<file path="src/rtl/bsg_nasti_client_resp_fifo.sv">
// NASTI read-response egress: buffers tunnel response beats in an els_p-deep FIFO and
// regenerates last/SLVERR per burst. Optional same-cycle bypass: BSG_NASTI_RESP_BYPASS_EN.
module bsg_nasti_client_resp_fifo #(
  parameter int data_width_p = 64,
  parameter int id_width_p   = 5,
  parameter int els_p        = 4,
  parameter int max_beats_p  = 8
) (
  input  logic                               clk_i,
  input  logic                               reset_n_i,
  input  logic                               resp_valid_i,
  input  logic [1+id_width_p+data_width_p-1:0] resp_data_i,
  output logic                               resp_yumi_o,
  output logic                               nasti_r_valid_o,
  input  logic                               nasti_r_ready_i,
  output logic [id_width_p-1:0]              nasti_r_id_o,
  output logic [data_width_p-1:0]            nasti_r_data_o,
  output logic                               nasti_r_last_o,
  output logic [1:0]                         nasti_r_resp_o,
  output logic [$clog2(els_p+1)-1:0]         count_o,
  output logic                               err_o
);

  localparam int pkt_w_lp  = 1 + id_width_p + data_width_p;
  localparam int ent_w_lp  = 2 + pkt_w_lp;
  localparam int ptr_w_lp  = $clog2(els_p);
  localparam int cnt_w_lp  = $clog2(els_p + 1);
  localparam int beat_w_lp = $clog2(max_beats_p);

  localparam logic [cnt_w_lp-1:0]  full_c      = cnt_w_lp'(els_p);
  localparam logic [cnt_w_lp-1:0]  empty_c     = {cnt_w_lp{1'b0}};
  localparam logic [beat_w_lp-1:0] last_beat_c = beat_w_lp'(max_beats_p - 1);
  localparam logic [0:0]           state_idle  = 1'b0;
  localparam logic [0:0]           state_burst = 1'b1;
  localparam logic [1:0]           resp_okay   = 2'd0;
  localparam logic [1:0]           resp_slverr = 2'd2;

  function automatic logic [1:0] calc_resp(input logic trunc, input logic id_switch);
    if (trunc || id_switch) begin
      calc_resp = resp_slverr;
    end else begin
      calc_resp = resp_okay;
    end
  endfunction

  logic [ent_w_lp-1:0]   mem_r [els_p];
  logic [ptr_w_lp-1:0]   wr_ptr_r, rd_ptr_r;
  logic [cnt_w_lp-1:0]   count_r;
  logic [0:0]            state_r;
  logic [beat_w_lp-1:0]  beat_cnt_r;
  logic [id_width_p-1:0] burst_id_r;
  logic                  err_r;

  logic                  pkt_last_s;
  logic [id_width_p-1:0] pkt_id_s;
  logic                  at_max_s, id_sw_s, trunc_s, eff_last_s;
  logic [1:0]            resp_s;
  logic                  bypass_s, r_valid_s, deq_s, enq_s, wr_en_s, rd_en_s;
  logic [ent_w_lp-1:0]   in_ent_s, head_s;

  // Burst tracker view of the incoming packet
  always_comb begin
    pkt_last_s = resp_data_i[pkt_w_lp-1];
    pkt_id_s   = resp_data_i[data_width_p +: id_width_p];
    at_max_s   = (beat_cnt_r == last_beat_c);
    id_sw_s    = (state_r == state_burst) && (pkt_id_s != burst_id_r);
    trunc_s    = !pkt_last_s && at_max_s;
    eff_last_s = pkt_last_s | at_max_s;
    resp_s     = calc_resp(trunc_s, id_sw_s);
    in_ent_s   = {resp_s, eff_last_s, resp_data_i[pkt_w_lp-2:0]};
  end

  // Handshake: yumi never looks at resp_data_i, only valid, ready and state
  always_comb begin
`ifdef BSG_NASTI_RESP_BYPASS_EN
    bypass_s  = reset_n_i & resp_valid_i & (count_r == empty_c);
    r_valid_s = (count_r != empty_c) | bypass_s;
`else
    bypass_s  = 1'b0;
    r_valid_s = (count_r != empty_c);
`endif
    deq_s   = r_valid_s & nasti_r_ready_i;
    enq_s   = reset_n_i & resp_valid_i & ((count_r != full_c) | deq_s);
    wr_en_s = enq_s & ~(bypass_s & nasti_r_ready_i);
    rd_en_s = deq_s & ~bypass_s;
  end

  // R channel drive; fields forced to zero while idle
  always_comb begin
    if (bypass_s) begin
      head_s = in_ent_s;
    end else begin
      head_s = mem_r[rd_ptr_r];
    end
    if (r_valid_s) begin
      nasti_r_resp_o = head_s[ent_w_lp-1 -: 2];
      nasti_r_last_o = head_s[pkt_w_lp-1];
      nasti_r_id_o   = head_s[data_width_p +: id_width_p];
      nasti_r_data_o = head_s[data_width_p-1:0];
    end else begin
      nasti_r_resp_o = 2'd0;
      nasti_r_last_o = 1'b0;
      nasti_r_id_o   = {id_width_p{1'b0}};
      nasti_r_data_o = {data_width_p{1'b0}};
    end
  end

  assign resp_yumi_o     = enq_s;
  assign nasti_r_valid_o = r_valid_s;
  assign count_o         = count_r;
  assign err_o           = err_r;

  // Storage array; contents are don't-care until counted in
  always_ff @(posedge clk_i) begin
    if (wr_en_s) begin
      mem_r[wr_ptr_r] <= in_ent_s;
    end
  end

  // Pointers and occupancy
  always_ff @(posedge clk_i or negedge reset_n_i) begin
    if (!reset_n_i) begin
      wr_ptr_r <= {ptr_w_lp{1'b0}};
      rd_ptr_r <= {ptr_w_lp{1'b0}};
      count_r  <= empty_c;
    end else begin
      if (wr_en_s) begin
        wr_ptr_r <= wr_ptr_r + ptr_w_lp'(1);
      end
      if (rd_en_s) begin
        rd_ptr_r <= rd_ptr_r + ptr_w_lp'(1);
      end
      case ({wr_en_s, rd_en_s})
        2'b10:   count_r <= count_r + cnt_w_lp'(1);
        2'b01:   count_r <= count_r - cnt_w_lp'(1);
        default: count_r <= count_r;
      endcase
    end
  end

  // Burst tracker and sticky error, advanced on every accepted beat
  always_ff @(posedge clk_i or negedge reset_n_i) begin
    if (!reset_n_i) begin
      state_r    <= state_idle;
      beat_cnt_r <= {beat_w_lp{1'b0}};
      burst_id_r <= {id_width_p{1'b0}};
      err_r      <= 1'b0;
    end else if (enq_s) begin
      if (state_r == state_idle) begin
        burst_id_r <= pkt_id_s;
      end
      if (eff_last_s) begin
        state_r    <= state_idle;
        beat_cnt_r <= {beat_w_lp{1'b0}};
      end else begin
        state_r    <= state_burst;
        beat_cnt_r <= beat_cnt_r + beat_w_lp'(1);
      end
      err_r <= err_r | (resp_s == resp_slverr);
    end
  end

endmodule

</file>
<file path="config.mk">
export PLATFORM = sky130hd
export DESIGN_NAME = bsg_nasti_client_resp_fifo
export DESIGN_NICKNAME = d
export VERILOG_FILES = /design/src/rtl/bsg_nasti_client_resp_fifo.sv
export SDC_FILE = /design/constraint.sdc
export NUM_CORES = 1
export LEC_CHECK = 0
export BUFFER_PORTS_ARGS = -buffer_cell sky130_fd_sc_hd__buf_2
export CAP_MARGIN = 30
export CORE_MARGIN = 2
export CORE_UTILIZATION = 60
export CTS_CLUSTER_SIZE = 16
export DETAILED_ROUTE_END_ITERATION = 6
export GPL_ROUTABILITY_DRIVEN = 0
export PLACE_DENSITY = 0.81
export SYNTH_ARGS = -nofsm -noshare
export SYNTH_HDL_FRONTEND = slang
export SYNTH_SLANG_ARGS = --single-unit
</file>
<file path="constraint.sdc">
create_clock -name clk_i -period 4.7 [get_ports clk_i]
set_input_delay 0.705 -clock clk_i [delete_from_list [all_inputs] [get_ports clk_i]]
set_output_delay 0.705 -clock clk_i [all_outputs]
set_load 0.005 [all_outputs]
</file>
; ---- After elaboration in Yosys (flattened, before gate mapping)
; Memory sizes are Yosys's and may differ from the RTL's.
; Index checks and enable logic that the tools add are counted.
[classes]
muxes = 10
magnitude_cmp = 0
bitwise_logic = 7
shifts = 0
reduce_logical = 7
eq_ne = 6
n_mul = 0
div_mod_pow = 0
n_addsub = 5
[ops]
columns = operator, count
row1 = 64-bit two-way mux, 1
row2 = "3-bit by 1-bit adder with 3-bit output, second input constant", 2
row3 = 3-bit one-hot mux with 2 select lines, 1
row4 = 5-bit two-way mux, 1
row5 = 5-bit inequality test, 1
row6 = "2-bit by 1-bit adder with 2-bit output, second input constant", 2
row7 = "2-bit == test, second input constant", 2
row8 = 1-bit two-way mux, 4
row9 = 2-bit two-way mux, 2
row10 = 1-bit AND, 3
row11 = "3-bit == test, second input constant", 1
row12 = 3-bit two-way mux, 1
row13 = "3-bit inequality test, second input constant", 1
row14 = 1-bit OR, 3
row15 = 3-bit nonzero test, 1
row16 = "3-bit by 1-bit subtractor with 3-bit output, second input constant", 1
row17 = "2-bit by 1-bit == test with 1-bit output, second input constant", 1
row18 = 1-bit logical AND, 2
row19 = 2-bit AND reduction, 1
row20 = 2-bit nonzero test, 1
row21 = 1-bit logical NOT, 1
row22 = 1-bit logical OR, 1
row23 = 1-bit inverter, 1
[totals]
reg_bits = 17
word_cells = 43
output_inout_bits = 78
latchBits = 0
mem_bits_ro = 0
ramBits = 288
mem_count = 1
[mem_list]
columns = name, depth, word_bits, rd, rd_ports_with_merged_regs, write_ports, line
row1 = mem_r, 4, 72, 1, 0, 1, 46  ; logic [ent_w_lp-1:0] mem_r [els_p];

; ---- Logic depth before layout (Yosys ltp)
; Gate-level depths: netlist of the first run.
[depth]
ltp_word = 6
ltp_mapped = 9
depth_no_buf = 7

; ---- Worst setup path before layout of the first run
; Ideal clock, no wire load.
[synth_timing]
kind = input to register
startpoint = in resp_valid_i
endpoint = mem mem_r[0][0] in the netlist's numbering, enable pin
path_buffers = 2
slack_ns = 1.113
t_required_ns = 4.263
stages = 4
setup_time_ns = 0.437
arrival_ns = 3.150
cell_sequence = clkbuf_1 and2_1 clkbuf_1 and3_1
[synth_via]
elab_chain_cells = 4
[synth_lines]
columns = item, line
row1 = start: declaration, 11  ; input logic resp_valid_i,
row2 = 1-bit AND (2 in a row), 83  ; enq_s = reset_n_i & resp_valid_i & ((count_r != full_c) | deq_s);
row3 = 1-bit two-way mux, 115  ; if (wr_en_s) begin
row4 = 1-bit two-way mux (not written as such), 116  ; mem_r[wr_ptr_r] <= in_ent_s;
row5 = end: declaration, 46
; Every way passes these cells.

; ---- Final worst setup path of the first run
[layout_timing]
startpoint = reg rd_ptr_r[0]
endpoint = out nasti_r_data_o[5]
[layout_via]
elab_chain_cells = 2
[layout_lines]
columns = item, line
row1 = start: declaration, 47  ; logic [ptr_w_lp-1:0] wr_ptr_r, rd_ptr_r;
row2 = start signal: assignment, 124  ; rd_ptr_r <= {ptr_w_lp{1'b0}};
row3 = start signal: assignment, 131  ; rd_ptr_r <= rd_ptr_r + ptr_w_lp'(1);
row4 = memory read 4 x 72 bit, --
row5 = 64-bit two-way mux, 95  ; if (r_valid_s) begin
row6 = end: declaration, 17  ; output logic [data_width_p-1:0] nasti_r_data_o,
; Every way passes these cells.

==> metrics, run 1 <==
post-synth top area share=72.5%; Worst Setup End Kind=output pin; final core occ=71.8%; I/O Pins=152; routed wire length per instance=21.6 um; top post-synthesis cells by count=284 x edfxtp_1, 72 x and2_1, 71 x mux4_2; initial core utilization=60.9%; post-route cell area=0.0139 mm^2; RR Startpoint=count_o[0]$_DFFE_PN0P_; #FFs+latches synth=301; Leak=4.90 nW; die width=144 um; Pwr Total=8.22 mW; critical path data arrival time=2.73 ns; post-synth top area cell=edfxtp_1; total number of vias=5764; fillers=1119; multi-input logic area=0.00264 mm^2; setup bufs post-CTS=0; HP Class=primary input to asynchronous set/reset pin; pwr dens=592 mW/mm^2; initial antenna violation count=2; largest net degree at the start of global routing=42; final setup vio count=0; Hold WS=0.152 ns; Hold Vio Cnt, Final=0; number of global-route vias before repair=5959; most frequent cell after synthesis=edfxtp_1; Mapped Nets=638; Peak Freq=291 MHz; share of post-route cells with drive strength above 1=39.8%; skew final=0.00763 ns; Vias/cell=5.75; Port Buffers=150; Synth area leaders=edfxtp_1 72%, mux4_2 14%, and2_1 3.8%; clk root buf=clkbuf_16; # DRC=0; EDFF count, synth=284; most used flip-flop cell after synthesis=edfxtp_1; Tcrit/Tclk final=73.2%; Final min period=3.44 ns; Sink Count=301; relative slew slack=53.5%; ANT nets after route=0; Max Cap Viol=0; CTS Buffer Depth=3; Rows=51; DP HPWL=13400 um; status=completed; clock slew seen by the registers of the worst setup and hold paths=0.06 ns; Worst-Margin Slew=0.697 ns; H-tree Lvls=1; Overflow after GRT=0; sequential area share after synthesis=76.1%; max-slew violation count=0; CP startpoint kind=flip-flop; synth warn=0; Die Ht=144 um; first-pass GRT wire length=32600 um; worst reg2reg endpoint=count_o[2]$_DFFE_PN0P_; Syn Area/Cell=21.1 um^2; internal reg-to-reg setup slack=2.07 ns; Yosys cell types=43; core area=0.0193 mm^2; later-pin clock latency in the skew report=0.52 ns; worst-path fanout max=35; total length of routed wires=21700 um; Peak VDD IR=0.502 mV; Crit Path Class=flip-flop to output pin; placed cell areas=0.0129 mm^2; Storage cell area=0.00896 mm^2; Final Net Count=795; initial DRC count=367; synth-to-layout area growth=18.0%; Synth async-reset ratio=5.65%; Setup TNS=0 ns; Inserted Clock Buffers=29; Post-Syn Instances=557; gr usage total=21.1%; R2R cell count=7; TritonRoute pass-1 iters=4; unrepaired setup endpoints after global routing=false; die area=0.0207 mm^2; Req. time, crit path=3.99 ns; CTS resizes=0; cts hold-fix bufs=0; CTS tree=built; Mapped Area=0.0118 mm^2
-- kinds of logic (layout without fill, tap and decap cells) --
family	Yosys count	count (layout)	synth area share (%)
AO/OA/AOI/OAI	18	18	1.06
XOR/XNOR	8	8	0.659
adder cells (fa/ha/maj)	7	7	0.808
buffers and inverters	43	222	1.69
flip-flops	301	301	76.1
multiplexers	77	77	14.3
other	1	3	0.0319
AND/OR/NAND/NOR	102	102	5.34
-- worst max path at each step --
| stage | from | endpoint |
|---|---|---|
| after floorplan | resp_valid_i | mem_r[0][0]$_DFFE_PP_ |
| after global placement | reset_n_i | mem_r[1][31]$_DFFE_PP_ |
| after detailed placement | reset_n_i | mem_r[0][31]$_DFFE_PP_ |
| after CTS | rd_ptr_r[0]$_DFFE_PN0P_ | nasti_r_data_o[5] |
| after global routing | rd_ptr_r[0]$_DFFE_PN0P_ | nasti_r_data_o[5] |
| final | rd_ptr_r[0]$_DFFE_PN0P_ | nasti_r_data_o[5] |
-- layout by cell type (no fill, tap or decap), types with 3 or more instances in the layout --
cell | Yosys | routed
and2_1 | 72 | 72
and3_4 | 0 | 4
buf_16 | 0 | 4
buf_2 | 9 | 150
buf_4 | 1 | 4
bufinv_16 | 0 | 3
clkbuf_16 | 0 | 33
clkinv_1 | 0 | 3
clkinv_2 | 0 | 11
dfrtp_1 | 17 | 15
edfxtp_1 | 284 | 284
ha_1 | 6 | 6
inv_1 | 10 | 10
mux2_4 | 5 | 5
mux4_2 | 71 | 71
nand3_1 | 4 | 4
nand4_1 | 4 | 4
nor2_1 | 4 | 4
o21ai_1 | 4 | 4
xor2_1 | 5 | 5
-- state kept, by name, summed over array words and instances (netlist names) --
signal / count
mem_r: 284
wr_ptr_r: 2
err_o: 1
rd_ptr_r: 2
state_r: 1
count_o: 3
beat_cnt_r: 3
burst_id_r: 5
-- critical path, stage by stage, from the launching register on --
cell	delay [ns]
dfrtp_4	0.89
buf_4	0.45
mux4_2	0.55
and2_1	0.18
buf_2	0.12
-- through the flow --
stage | instances | setup WS (ns)
global placement | 943 | 1.68
detailed placement | 948 | 1.71
CTS | 1001 | 1.16
finish | 1003 | 1.26
global route | 1003 | 1.03
floorplan | 557 | 1.11
-- layout make-up --
class / count / share of cell area [%]
well taps: 265 / 2.39
flip-flops and latches: 301 / 64.6
clock buffers: 35 / 6.00
diodes: 2 / 0.0361
multi-input cells: 213 / 19.0
inverters: 10 / 0.270
repair buffers: 159 / 6.56
clock inverters: 18 / 1.19
-- power breakdown --
group	switching, mW	internal [mW]
Clock	0.941	1.43
Combinational	1.05	1.28
Sequential	0.258	3.27
-- metal layers --
| layer | wire length, um | global-route usage, % | vias to the layer above |
|---|---|---|---|
| met5 | 0 | 0 | - |
| li1 | - | - | 2546 |
| met3 | 1370 | 3.44 | 33 |
| met4 | 420 | 5.37 | 0 |
| met1 | 8770 | 29.5 | 2985 |
| met2 | 11100 | 35.6 | 200 |
Power figures use the tool's default switching activity.
==> run 2, diff against run 1 <==
- CORE_UTILIZATION: 60 -> 52
- PLACE_DENSITY: 0.81 -> 0.75
- clock period: 4.7 -> 2.8 ns (I/O delays scaled with it)
==> metrics, run 2 (same netlist as run 1, synthesis figures left out) <==
Setup TNS=0 ns (unchanged); met3 Usage GRT=3.25% (was 3.44%); worst-path fanout max=26 (was 35); DP HPWL=13200 um (was 13400 um); Inserted Clock Buffers=29 (unchanged); Rows=55 (was 51); layer with the highest usage=met2 (unchanged); initial DRC count=320 (was 367); max reg flops=284 (unchanged); global routing usage on met2=32.4% (was 35.6%); Leak=4.88 nW (was 4.90 nW); final setup vio count=0 (unchanged); skew final=0.0141 ns (was 0.00763 ns); clock slew seen by the registers of the worst setup and hold paths=0.06 ns (about the same); Top reg by flops=mem_r (unchanged); Hold Vio Cnt, Final=0 (unchanged); TritonRoute pass-1 iters=4 (unchanged); R2R cell count=7 (unchanged); fillers=1577 (was 1119); max-slew violation count=0 (unchanged); most common cell after layout, fill and taps aside=edfxtp_1 (unchanged); initial core utilization=52.4% (was 60.9%); Tcrit/Tclk final=93.8%; unrepaired setup endpoints after global routing=false (unchanged); Pwr Total=13.6 mW (was 8.22 mW); Die Ht=154 um (was 144 um); core area=0.0224 mm^2 (was 0.0193 mm^2); Peak Freq=381 MHz; later-pin clock latency in the skew report=0.52 ns (about the same); Non-Filler Instances=1030 (was 1003); initial antenna violation count=3 (was 2); ANT nets after route=0 (unchanged); leading cell types in the layout, fill and taps excluded=284 x edfxtp_1, 150 x buf_2, 72 x and2_1, 71 x mux4_2, 29 x clkbuf_16 (was 284 x edfxtp_1, 150 x buf_2, 72 x and2_1, 71 x mux4_2, 33 x clkbuf_16); placed cell areas=0.0130 mm^2 (was 0.0129 mm^2); Final min period=2.63 ns; share of post-route cells with drive strength above 1=39.3% (was 39.8%); gr usage total=18.5% (was 21.1%); Top Registers=mem_r x284, burst_id_r x5 (unchanged); die width=154 um (was 144 um); Setup WS pre-CTS=0.658 ns (was 1.71 ns); Sink Count=301 (unchanged); largest net degree at the start of global routing=74 (was 42); setup bufs post-CTS=0 (unchanged); post-route cell area=0.0139 mm^2 (about the same); die area=0.0238 mm^2 (was 0.0207 mm^2); first-pass GRT wire length=34000 um (was 32600 um); Overflow after GRT=0 (unchanged); GRT met1 Usage=24.5% (was 29.5%); I/O Pins=152 (unchanged); Max Cap Viol=0 (unchanged); number of global-route vias before repair=6109 (was 5959); Worst Setup End Kind=output pin (unchanged); Vias/cell=5.49 (was 5.75); total length of routed wires=21500 um (was 21700 um); pwr dens=978 mW/mm^2 (was 592 mW/mm^2); Setup WS post-layout=0.172 ns (was 1.26 ns); Crit Path Class=flip-flop to output pin (unchanged); Worst Hold Depth=1; CTS tree=built (unchanged); CP startpoint kind=flip-flop (unchanged); HP Class=primary input to flip-flop (was primary input to asynchronous set/reset pin); status=completed (unchanged); clk root buf=clkbuf_16 (unchanged); total number of vias=5655 (was 5764); synth-to-layout area growth=18.1% (was 18.0%); Req. time, crit path=2.38 ns (was 3.99 ns); Peak VDD IR=0.746 mV (was 0.502 mV); H-tree Lvls=1 (unchanged); DP Cell Count=974 (was 948); critical path data arrival time=2.21 ns (was 2.73 ns); routed wire length per instance=20.8 um (was 21.6 um); # DRC=0 (unchanged); CTS Buffer Depth=3 (unchanged); Final Net Count=802 (was 795); Port Buffers=150 (unchanged)
## run 2: cell types whose count changed in the layout (fill, tap and decap cells not counted), moves of 2 or more
cell,before,now
buf_16,4,0
clkbuf_16,33,29
clkinv_2,11,6
buf_4,4,6
clkbuf_8,0,2
buf_12,1,8
clkbuf_1,2,9
## run 2: final timing paths
path                                      startpoint                         to  slack (ns)
hold reg to reg            beat_cnt_r[0]$_DFFE_PN0P_  beat_cnt_r[0]$_DFFE_PN0P_        0.50
max in group asynchronous                  reset_n_i    rd_ptr_r[1]$_DFFE_PN0P_        2.13
min in group asynchronous                  reset_n_i     count_o[0]$_DFFE_PN0P_        0.41
setup reg to reg              count_o[0]$_DFFE_PN0P_     count_o[2]$_DFFE_PN0P_        0.62
hold / removal                       resp_data_i[41]     mem_r[2][41]$_DFFE_PP_        0.11
setup / recovery             rd_ptr_r[1]$_DFFE_PN0P_         nasti_r_data_o[32]        0.17
## run 2: critical path, cell delays in order (launching register included)
cell,delay [ns]
dfrtp_4,0.71
buf_4,0.33
mux4_2,0.35
and2_1,0.17
buf_2,0.12
## run 2: repair_timing
action	in CTS	in global routing
hold buffers	1	0
hold endpoints to repair	17	0
gates resized for setup	0	1
endpoints found under the setup margin	0	28
## run 2: per-layer routing
layer	up-vias	part of all wire [%]
li1	2560	-
met1	2916	41
met2	149	53
met3	28	5.3
met4	2	1.3
met5	-	0.061
## run 2: cell type report
type	count	area [um^2]	area share (%)
flip-flops and latches	301	8960	64.5
repair buffers	166	977	7.03
well taps	285	357	2.57
diodes	2	5.00	0.0360
inverters	10	37.5	0.270
multi-input cells	213	2640	19.0
clock buffers	40	787	5.66
clock inverters	13	139	0.999
## run 2: stage by stage
step,utilization [%],hold slack (ns)
6_report,62.0,0.107
5_1_grt,61.9,0.0864
4_1_cts,61.9,0.0808
3_5_place_dp,57.7,0.421
3_3_place_gp,57.7,0.404
2_1_floorplan,-,0.124
## run 2: where the power goes
group	internal, mW	switching, mW
sequential	5.49	0.278
combinational	2.19	1.88
clock	2.23	1.52
total	9.91	3.68
==> run 3, diff against run 2 <==
==> constraint.sdc (replaced) <==
create_clock -name clk_i -period 2.2 [get_ports clk_i]
set_input_delay 0.11 -clock clk_i [delete_from_list [all_inputs] [get_ports clk_i]]
set_output_delay 0.11 -clock clk_i [all_outputs]
set_load 0.005 [all_outputs]
==> metrics, run 3 (same netlist as run 1, synthesis figures left out) <==
slowest cell on the critical path=mux4_2 (was dfrtp_4); sw frac=27.9% (was 27.1%); Inserted Clock Buffers=30 (was 29); critical path data arrival time=2.17 ns (was 2.21 ns); largest net degree at the start of global routing=38 (was 74); Hold Vio Cnt, Final=0 (unchanged); CP peak stage delay=0.52 ns (was 0.71 ns); Final Net Count=895 (was 802); leading cell types in the layout, fill and taps excluded=284 x edfxtp_1, 97 x buf_2, 72 x dlygate4sd3_1, 71 x mux4_2 (was 284 x edfxtp_1, 150 x buf_2, 72 x and2_1, 71 x mux4_2, 29 x clkbuf_16); total number of vias=6374 (was 5655); HP Class=primary input to flip-flop (unchanged); H-tree Lvls=1 (unchanged); RR Startpoint=count_o[2]$_DFFE_PN0P_ (was count_o[0]$_DFFE_PN0P_); Port Buffers=150 (unchanged); Setup WS pre-CTS=0.101 ns (was 0.658 ns); most common cell after layout, fill and taps aside=edfxtp_1 (unchanged); worst reg2reg endpoint=count_o[2]$_DFFE_PN0P_ (unchanged); max reg flops=284 (unchanged); I/O Pins=152 (unchanged); status=finished with violations (was completed); sequential share of power=35.7% (was 42.4%); Final min period=2.28 ns; Overflow after GRT=0 (unchanged); Stages on worst setup path=5 (was 4); share of post-route cells with drive strength above 1=44.6% (was 39.3%); failing checks=setup timing; first-pass GRT wire length=38200 um (was 34000 um); max-slew violation count=0 (unchanged); critical path cell sequence=clkbuf_16 -> clkbuf_16 -> mux4_2 -> and2_4 -> buf_6 (was buf_4 -> mux4_2 -> and2_1 -> buf_2); Max Cap Viol=0 (unchanged); ANT nets after route=0 (unchanged); Worst Setup EP=nasti_r_data_o[55] (was nasti_r_data_o[32]); synth-to-layout area growth=32.7% (was 18.1%); post-route cell area=0.0156 mm^2 (was 0.0139 mm^2); most used cell, CP=clkbuf_16; placed cell areas=0.0131 mm^2 (was 0.0130 mm^2); Vias/cell=5.66 (was 5.49); pwr dens=1320 mW/mm^2 (was 978 mW/mm^2); Sink Count=301 (unchanged); clock network power share=24.5% (was 27.6%); internal reg-to-reg setup slack=0.13 ns (was 0.62 ns); routed wire length per instance=24.5 um (was 20.8 um); die area=0.0238 mm^2 (unchanged); DP Cell Count=980 (was 974); Req. time, crit path=2.09 ns (was 2.38 ns); gr usage total=21.0% (was 18.5%); Crit path max-delay family=multiplexers (was flip-flops); initial DRC count=593 (was 320); Critical path buffers and inverters=3 (was 2); TritonRoute pass-1 iters=5 (was 4); Crit Path Class=flip-flop to output pin (unchanged); internal power=14.8 mW (was 9.91 mW); Peak Freq=438 MHz; later-pin clock latency in the skew report=0.55 ns (was 0.52 ns); Die Ht=154 um (unchanged); final setup vio count=65 (was 0); CP startpoint kind=flip-flop (unchanged); Worst Min Path Start=resp_valid_i (was resp_data_i[41]); core area=0.0224 mm^2 (unchanged); final core occ=69.6% (was 62.0%); Peak VDD IR=0.898 mV (was 0.746 mV); # DRC=0 (unchanged); Critical Path Source=rd_ptr_r[0]$_DFFE_PN0P_ (was rd_ptr_r[1]$_DFFE_PN0P_); DP HPWL=14600 um (was 13200 um); Worst Setup End Kind=output pin (unchanged); Non-Filler Instances=1126 (was 1030); clock slew seen by the registers of the worst setup and hold paths=0.06 ns (about the same); initial antenna violation count=4 (was 3); number of global-route vias before repair=6684 (was 6109); Rows=55 (unchanged); Leak=5.62 nW (was 4.88 nW); worst-path fanout max=5 (was 26); CTS tree=built (unchanged); die width=154 um (unchanged); Top reg by flops=mem_r (unchanged); R2R cell count=7 (unchanged); Hold WS=0.0478 ns (was 0.107 ns); CTS Buffer Depth=3 (unchanged); Logic pwr share=39.9% (was 30.0%); Top Registers=mem_r x284, burst_id_r x5 (unchanged); skew final=0.0176 ns (was 0.0141 ns); clk root buf=clkbuf_16 (unchanged); unrepaired setup endpoints after global routing=true (was false); initial core utilization=52.4% (unchanged); total length of routed wires=27600 um (was 21500 um); Switch Pwr=5.73 mW (was 3.68 mW); Setup WS post-layout=-0.0834 ns (was 0.172 ns); Tcrit/Tclk final=104%
-- run 3: changes by cell type in the layout (fill, tap and decap cells not counted), sizes merged --
| cell | delta |
|---|---|
| clkbuf | +8 |
| clkinv | +4 |
| diode | +1 |
| dlygate4sd3 | +71 |
| buf | +13 |
| bufinv | -1 |
-- run 3: metal layers --
layer / share of wire, % / track usage, %
met1: 40 / 27.5
met2: 53 / 36.9
met5: 0.047 / 0
met3: 5.2 / 3.45
met4: 2.0 / 5.73
-- run 3: repair_timing --
item,4_1_cts,5_1_grt
resized for setup,72,43
setup buffers,3,4
cloned,1,8
endpoints found under the hold margin,308,0
hold buffers,72,0
pin swaps,10,10
setup endpoints to repair,73,72
-- run 3: how the worst min path moves through the flow --
stage | to | cells past startpoint
final | count_o[0]$_DFFE_PN0P_ | 4
after global routing | count_o[0]$_DFFE_PN0P_ | 4
after CTS | count_o[0]$_DFFE_PN0P_ | 4
after detailed placement | count_o[2]$_DFFE_PN0P_ | 2
after global placement | count_o[1]$_DFFE_PN0P_ | 2
after floorplan | beat_cnt_r[0]$_DFFE_PN0P_ | 0
-- run 3: layout make-up --
type                    count  area [um^2]
inverters                  10         37.5
clock buffers              40          840
clock inverters            16          134
diodes                      3         7.51
repair buffers            258         2500
flip-flops and latches    301         8960
fillers                  1342         6820
multi-input cells         213         2780
well taps                 285          357
-- run 3: metrics by stage --
| stage | setup TNS, ns | total power [mW] |
|---|---|---|
| 2_1_floorplan | -7.24 | 10.7 |
| 3_5_place_dp | 0 | 13.0 |
| 6_report | -3.12 | 20.5 |
| 4_1_cts | -2.68 | 19.3 |
| 3_3_place_gp | 0 | 12.9 |
| 5_1_grt | -5.71 | 21.3 |
-- run 3: power groups by stage --
stage                     registers, mW  clock network [mW]  logic (mW)
after global placement             7.46                   0        5.42
final                              7.32                5.03        8.19
after floorplan                    7.24                   0        3.46
after detailed placement           7.52                   0        5.51
after CTS                          7.33                5.04        6.96
after global routing               7.37                5.30        8.65
-- run 3: worst register-to-register path, delay by kind of cell (launching register included) --
family / cells / cell delay, ns
adders and majority gates: 1 / 0.42
DFF: 1 / 0.41
and+or+nand+nor: 5 / 1.07
AOI/OAI and AO/OA: 1 / 0.09
